**src/rtl/uart_cmd_decoder.sv**
```systemverilog
// rtl/uart_cmd_decoder.sv - assembles UART command frames into wide pattern/period registers
module uart_cmd_decoder #(
  parameter int DATA_BIT = 32,
  parameter int PACK_NUM = 5,
  parameter int FREQ_NUM = 6
) (
  input  logic                clk_i,
  input  logic                rst_i,
  input  logic [7:0]          data_i,
  input  logic                rx_done_tick_i,
  output logic [DATA_BIT-1:0] output_pattern_o,
  output logic [DATA_BIT-1:0] freq_pattern_o,
  output logic [3:0]          sel_out_o,
  output logic                mode_o,
  output logic                start_o,
  output logic                stop_o,
  output logic [7:0]          slow_period_o,
  output logic [7:0]          fast_period_o,
  output logic [7:0]          cmd_o,
  output logic                done_tick_o
);

  localparam int NB    = DATA_BIT / 8;
  // The shadow buffer is sized for the longer of the two frame types.
  localparam int BUF_N = (PACK_NUM > FREQ_NUM) ? PACK_NUM : FREQ_NUM;
  localparam int CW    = (BUF_N > 1) ? $clog2(BUF_N) : 1;

  localparam logic [CW-1:0] PACK_LAST = CW'(PACK_NUM - 1);
  localparam logic [CW-1:0] FREQ_LAST = CW'(FREQ_NUM - 1);
  localparam logic [7:0]    CMD_FREQ  = 8'h0A;
  localparam logic [7:0]    CMD_DATA  = 8'h0B;

  typedef enum logic [1:0] {IDLE, DATA, FREQ, DONE} state_t;

  state_t              state;
  logic [CW-1:0]       cnt;
  logic [8*BUF_N-1:0]  shadow;
  logic [7:0]          cmd_q;

  // Control byte bit 3 is reserved; it is captured but never published.
  logic ctrl_rsvd_unused;
  assign ctrl_rsvd_unused = shadow[8*NB+3];

  // Frame collection into the shadow buffer; outputs update only in DONE so a
  // frame is published atomically.
  always_ff @(posedge clk_i or posedge rst_i) begin
    if (rst_i) begin
      state            <= IDLE;
      cnt              <= '0;
      shadow           <= '0;
      cmd_q            <= '0;
      output_pattern_o <= '0;
      freq_pattern_o   <= '0;
      sel_out_o        <= '0;
      mode_o           <= 1'b0;
      start_o          <= 1'b0;
      stop_o           <= 1'b0;
      slow_period_o    <= '0;
      fast_period_o    <= '0;
      cmd_o            <= '0;
      done_tick_o      <= 1'b0;
    end else begin
      done_tick_o <= 1'b0;
      case (state)
        IDLE: begin
          if (rx_done_tick_i) begin
            if (data_i == CMD_DATA) begin
              state <= DATA;
              cnt   <= '0;
              cmd_q <= data_i;
            end else if (data_i == CMD_FREQ) begin
              state <= FREQ;
              cnt   <= '0;
              cmd_q <= data_i;
            end
          end
        end
        DATA: begin
          if (rx_done_tick_i) begin
            shadow[8*cnt +: 8] <= data_i;
            if (cnt == PACK_LAST) state <= DONE;
            else                  cnt   <= cnt + 1'b1;
          end
        end
        FREQ: begin
          if (rx_done_tick_i) begin
            shadow[8*cnt +: 8] <= data_i;
            if (cnt == FREQ_LAST) state <= DONE;
            else                  cnt   <= cnt + 1'b1;
          end
        end
        DONE: begin
          // Any strobe landing in this cycle is intentionally dropped.
          done_tick_o <= 1'b1;
          cmd_o       <= cmd_q;
          if (cmd_q == CMD_DATA) begin
            output_pattern_o <= shadow[DATA_BIT-1:0];
            sel_out_o        <= shadow[8*NB+4 +: 4];
            mode_o           <= shadow[8*NB+2];
            stop_o           <= shadow[8*NB+1];
            start_o          <= shadow[8*NB];
          end else begin
            freq_pattern_o   <= shadow[DATA_BIT-1:0];
            slow_period_o    <= shadow[8*NB +: 8];
            fast_period_o    <= shadow[8*(NB+1) +: 8];
          end
          state <= IDLE;
        end
        default: state <= IDLE;
      endcase
    end
  end

endmodule

```
**config.mk**
```make
export PLATFORM = sky130hd
export DESIGN_NAME = uart_cmd_decoder
export DESIGN_NICKNAME = d
export VERILOG_FILES = /design/src/rtl/uart_cmd_decoder.sv
export SDC_FILE = /design/constraint.sdc
export NUM_CORES = 1
export LEC_CHECK = 0
export ABC_AREA = 1
export BUFFER_PORTS_ARGS = -buffer_cell sky130_fd_sc_hd__buf_2
export CAP_MARGIN = 25
export CORE_ASPECT_RATIO = 0.75
export CORE_MARGIN = 5
export CORE_UTILIZATION = 44
export CTS_CLUSTER_SIZE = 12
export DETAILED_ROUTE_END_ITERATION = 8
export PLACE_DENSITY = 0.73
export SLEW_MARGIN = 15
export SYNTH_ARGS = -nofsm -noshare
export SYNTH_HDL_FRONTEND = slang
export SYNTH_SLANG_ARGS = --single-unit
```
**constraint.sdc**
```tcl
create_clock -name clk_i -period 16.1 [get_ports clk_i]
set_input_delay 3.22 -clock clk_i [delete_from_list [all_inputs] [get_ports clk_i]]
set_output_delay 3.22 -clock clk_i [all_outputs]
set_load 0.05 [all_outputs]
```
-- Yosys cells after proc, flatten, opt, wreduce, memory -nomap -nowiden
Cells that the tools add are included.
- register bits after elaboration: 157
- output and inout port bits: 96
- add/sub/neg operators: 2
- equal/unequal tests: 16
- shift-type cells: 2
- multiplexer cells: 20
- bitwise operators: 1
- reduce and logical (&&, ||, !) cells: 10
- operator list (operator ; number):
    48-bit bitwise mux ; 1
    8-bit by 34-bit variable shift with 48-bit output, first input constant ; 1
    8-bit by 34-bit indexed part select with 48-bit output ; 1
    6-bit negation with 34-bit output ; 1
    8-bit by 4-bit == test with 1-bit output, second input constant ; 3
    3-bit 2-to-1 mux ; 7
    8-bit 2-to-1 mux ; 2
    2-bit 2-to-1 mux ; 7
    2-bit != test, second input constant ; 7
    3-bit one-hot mux with 3 select lines ; 1
    2-bit one-hot mux with 4 select lines ; 1
    7-bit AND reduction ; 1
    3-bit == test, second input constant ; 2
    2-bit AND reduction ; 3
    6-bit AND reduction ; 1
    2-bit == test, second input constant ; 2
    3-bit by 1-bit adder with 3-bit output, second input constant ; 1
    3-bit != test, second input constant ; 1
    3-bit AND reduction ; 1
    3-bit nonzero test ; 1
    2-bit by 1-bit == test with 1-bit output, second input constant ; 1
    2-bit zero test ; 1
    2-bit nonzero test ; 1
    2-bit OR reduction ; 1
    other kinds (2) ; 2

-- Depth between registers and ports, before layout
- word-level depth: 5
- depth in mapped cells: 10

-- Worst setup path after synthesis
No wires, ideal clock.
- kind: in2reg
- start point: in rx_done_tick_i
- end point: reg shadow[1]
- setup time: 0.120 ns
- arrival: 3.952 ns
- data required time: 15.980 ns
- slack: 12.028 ns
- stages on the path: 6
- buffers on the path: 1
- path through: nand2_4 inv_1 nand4_2 buf_6 nand2_2 o21ai_2
- longest elaborated chain between the ends: 1
- ends and longest elaborated chain (what ; line ; RTL):
    start, declared ; 10 ; input logic rx_done_tick_i,
    2-bit AND reduction (no line) ; - ;
    end signal, assigned by index ; 80 ; shadow[8*cnt +: 8] <= data_i;
    end signal, assigned by index ; 87 ; shadow[8*cnt +: 8] <= data_i;
    end, declared ; 37 ; logic [8*BUF_N-1:0] shadow;
Every way passes these cells.
A chain may end at the register's enable or synchronous reset.

-- Worst setup path in the final report
- start point: reg slow_period_o[2]
- end point: out slow_period_o[2]
- RTL lines (what ; line ; RTL):
    start, declared ; 17 ; output logic [7:0] slow_period_o,
    start signal, assigned ; 104 ; slow_period_o <= shadow[8*NB +: 8];
No word-level cell between the ends.

==> results.txt <==
CTS Hold Bufs: 0
Most used DFF post-synth: dfrtp_1
Synth async-reset ratio: 100%
First drt pass iteration count: 4
CTS Buffer Depth: 2
Achievable frequency: 231 MHz
Synth Warn #: 0
Mapped cell area: 0.00681 mm2
Post-route minimum period: 4.32 ns
Number of flops mapped to enable cells by yosys: 0
Nets: 855
Delay of the slowest cell on the worst path: 0.39 ns
# rows: 39
Post_cts resized: 0
IO Count: 107
Post-Place Setup Slack: 11.18 ns
Final period utilization: 26.8%
Synth cell types: 33
Clk slew on worst S/H paths: 0.06 ns
Crit path max-delay family: flip-flops
Vias: 5,123
Sink Count: 157
Final setup vio count: 0
Core Area: 0.0152 mm2
Initial DRC count: 554
Final ANT Viol Nets: 0
Crit-path cells: buf_2
CP Data Required Time: 12.88 ns
First-pass GRT wire length: 26.5 mm
Top cell type by total area after synthesis: dfrtp_1
Least-Margin Pin Slew: 0.742 ns
Syn nets: 758
Status: complete, no violations
Post-DR vias/cell: 4.88
Gr ovfl total: 0
Clock skew: 0.00974 ns
RSZ-0062 raised after global routing: false
Total global-route track usage: 18.2%
Number of port buffers: 106
CP arrival: 1.10 ns
Wirelength per Cell: 15.2 um
Critical path buffers and inverters: 1
Hold Path End: freq_pattern_o[17]$_DFFE_PP0P_
CP Capture Type: output port
R2R cell count: 7
RR Endpoint: shadow[9]$_DFFE_PP0P_
Register area share after synthesis: 57.7%
DRC: 0
Pleak: 4.32 nW
Antenna violations before repair: 1
Maximum vdd drop: 0.0000770 V
Clk_lat worst skew: 0.43 ns
Grt peak-use layer: met1
Pwr dens: 190 mW/mm2
Synth area leaders: dfrtp_1 58%, nand2_1 12%, nand3_1 5.1%
Crit path max fanout: 2
Fillers: 1,403
GR Util met2: 26.2%
Flop-to-flop setup slack: 13.18 ns
Die footprint: 0.0181 mm2
CTS tree: done
CP Class: reg2out
GR Layer Usage met1: 27.1%
Syn_area_per_cell: 9.25 um2
Worst r2r src: cnt[0]$_DFFE_PP0P_
Hold_sp: freq_pattern_o[17]$_DFFE_PP0P_
Slew headroom: 50.5%
Layout cells sized above 1: 23.7%
Die W: 154 um
Post-route worst setup slack: 11.78 ns
Synth top area share: 57.7%
Starting Density: 44.7%
Slew Viols, Final: 0
Most frequent cell after synthesis: nand2_1
Number of global-route vias before repair: 5,027
Root buffer cell: clkbuf_16
#FFs+latches synth: 157
Final Hold Vio Count: 0
Post-route setup TNS: 0 ns
CP Launch Type: flop
N_diodes: 0
Post-CTS setup buffers: 0
GRT met3 Usage: 4.78%
Maxcap violations: 0
Largest net degree at the start of global routing: 81
Hpwl dp: 10.7 mm
Syn Inst Count: 736
Final WL: 16.0 mm
Worst path slowest cell: dfrtp_1
H-tree depth: 4
DIE HEIGHT: 118 um
Placer Congestion: 0.872
Most frequent cells after synthesis: 220 x nand2_1, 157 x dfrtp_1, 69 x nand3_1
Syn-to-layout area delta: 18.2%
Hold crit path type: reg2reg
Hold path depth: 2
Number of buffers created by CTS: 17
-- report_power, final --
part	total, W	internal (W)	switching, W
Combinational	0.000573	0.000134	0.000439
Clock	0.000391	0.000239	0.000152
Sequential	0.000562	0.000492	0.0000707
Total	0.00153	0.000864	0.000662
-- metal layers --
metal  part of all wire, %  vias to the layer above
li1                      -                     2536
met1                    50                     2433
met2                    43                      132
met3                   6.1                       20
met4                   1.2                        2
met5                 0.081                        -
-- registers in the layout, summed over array words and instances, names as in the netlist --
register	cells
shadow	48
freq_pattern_o	32
output_pattern_o	32
cmd_o	8
cmd_q	8
fast_period_o	8
slow_period_o	8
sel_out_o	4
cnt	3
state	2
done_tick_o	1
mode_o	1
start_o	1
stop_o	1
-- cell families (layout without fill, tap and decap cells) --
family	Yosys count	after routing	synth area share [%]
flip-flops	157	157	57.7
AND/OR/NAND/NOR	361	361	24.1
AO/OA/AOI/OAI	95	95	8.45
multiplexers	4	4	0.661
buffers and inverters	107	216	6.91
adder cells (fa/ha/maj)	11	11	2.02
XOR/XNOR	1	1	0.129
-- how the worst max path moves through the flow --
stage,start,endpoint,slack [ns],depth (start not counted)
after floorplan,rst_i,cmd_o[0]$_DFFE_PP0P_,8.65,1
after detailed placement,rst_i,fast_period_o[1]$_DFFE_PP0P_,11.18,3
after global routing,freq_pattern_o[30]$_DFFE_PP0P_,freq_pattern_o[30],11.75,1
after global placement,rst_i,fast_period_o[5]$_DFFE_PP0P_,11.19,3
after CTS,rst_i,cnt[0]$_DFFE_PP0P_,11.64,3
final,slow_period_o[2]$_DFFE_PP0P_,slow_period_o[2],11.78,1
-- cells in the final DEF, fill, tap and decap left out, types with 4 or more instances in the layout --
| master | instances |
|---|---|
| a21oi_2 | 8 |
| nand2_1 | 220 |
| buf_4 | 5 |
| inv_1 | 67 |
| nand2_2 | 5 |
| a21oi_1 | 18 |
| clkbuf_16 | 17 |
| clkinv_2 | 4 |
| ha_1 | 10 |
| dfrtp_1 | 157 |
| inv_2 | 4 |
| mux2_2 | 4 |
| clkbuf_1 | 4 |
| nand3_4 | 4 |
| o21ai_2 | 18 |
| buf_2 | 106 |
| nor2_1 | 44 |
| o21ai_1 | 25 |
| nand3_1 | 68 |
| o21ai_0 | 25 |
-- cell type report --
| type | instances | area, um2 | share of cell area [%] |
|---|---|---|---|
| Sequential cell | 157 | 3930 | 48.8 |
| Timing Repair Buffer | 112 | 596 | 7.40 |
| Tap cell | 205 | 256 | 3.19 |
| Multi-Input combinational cell | 472 | 2420 | 30.0 |
| Inverter | 73 | 282 | 3.50 |
| Clock inverter | 7 | 87.6 | 1.09 |
| Clock buffer | 24 | 482 | 5.98 |
-- metrics by stage --
stage / power [W] / hold WS (ns) / util, % / instances / cell area (um2)
after floorplan: 0.00101 / 0.444 / - / 736 / 6810
after global placement: 0.00113 / 0.452 / 48.9 / 1018 / 7450
after detailed placement: 0.00114 / 0.453 / 48.9 / 1018 / 7450
after CTS: 0.00153 / 0.468 / 52.7 / 1049 / 8020
after global routing: 0.00162 / 0.488 / 52.9 / 1050 / 8050
final: 0.00153 / 0.463 / 52.9 / 1050 / 8050
(Power assumes the default switching activity.)
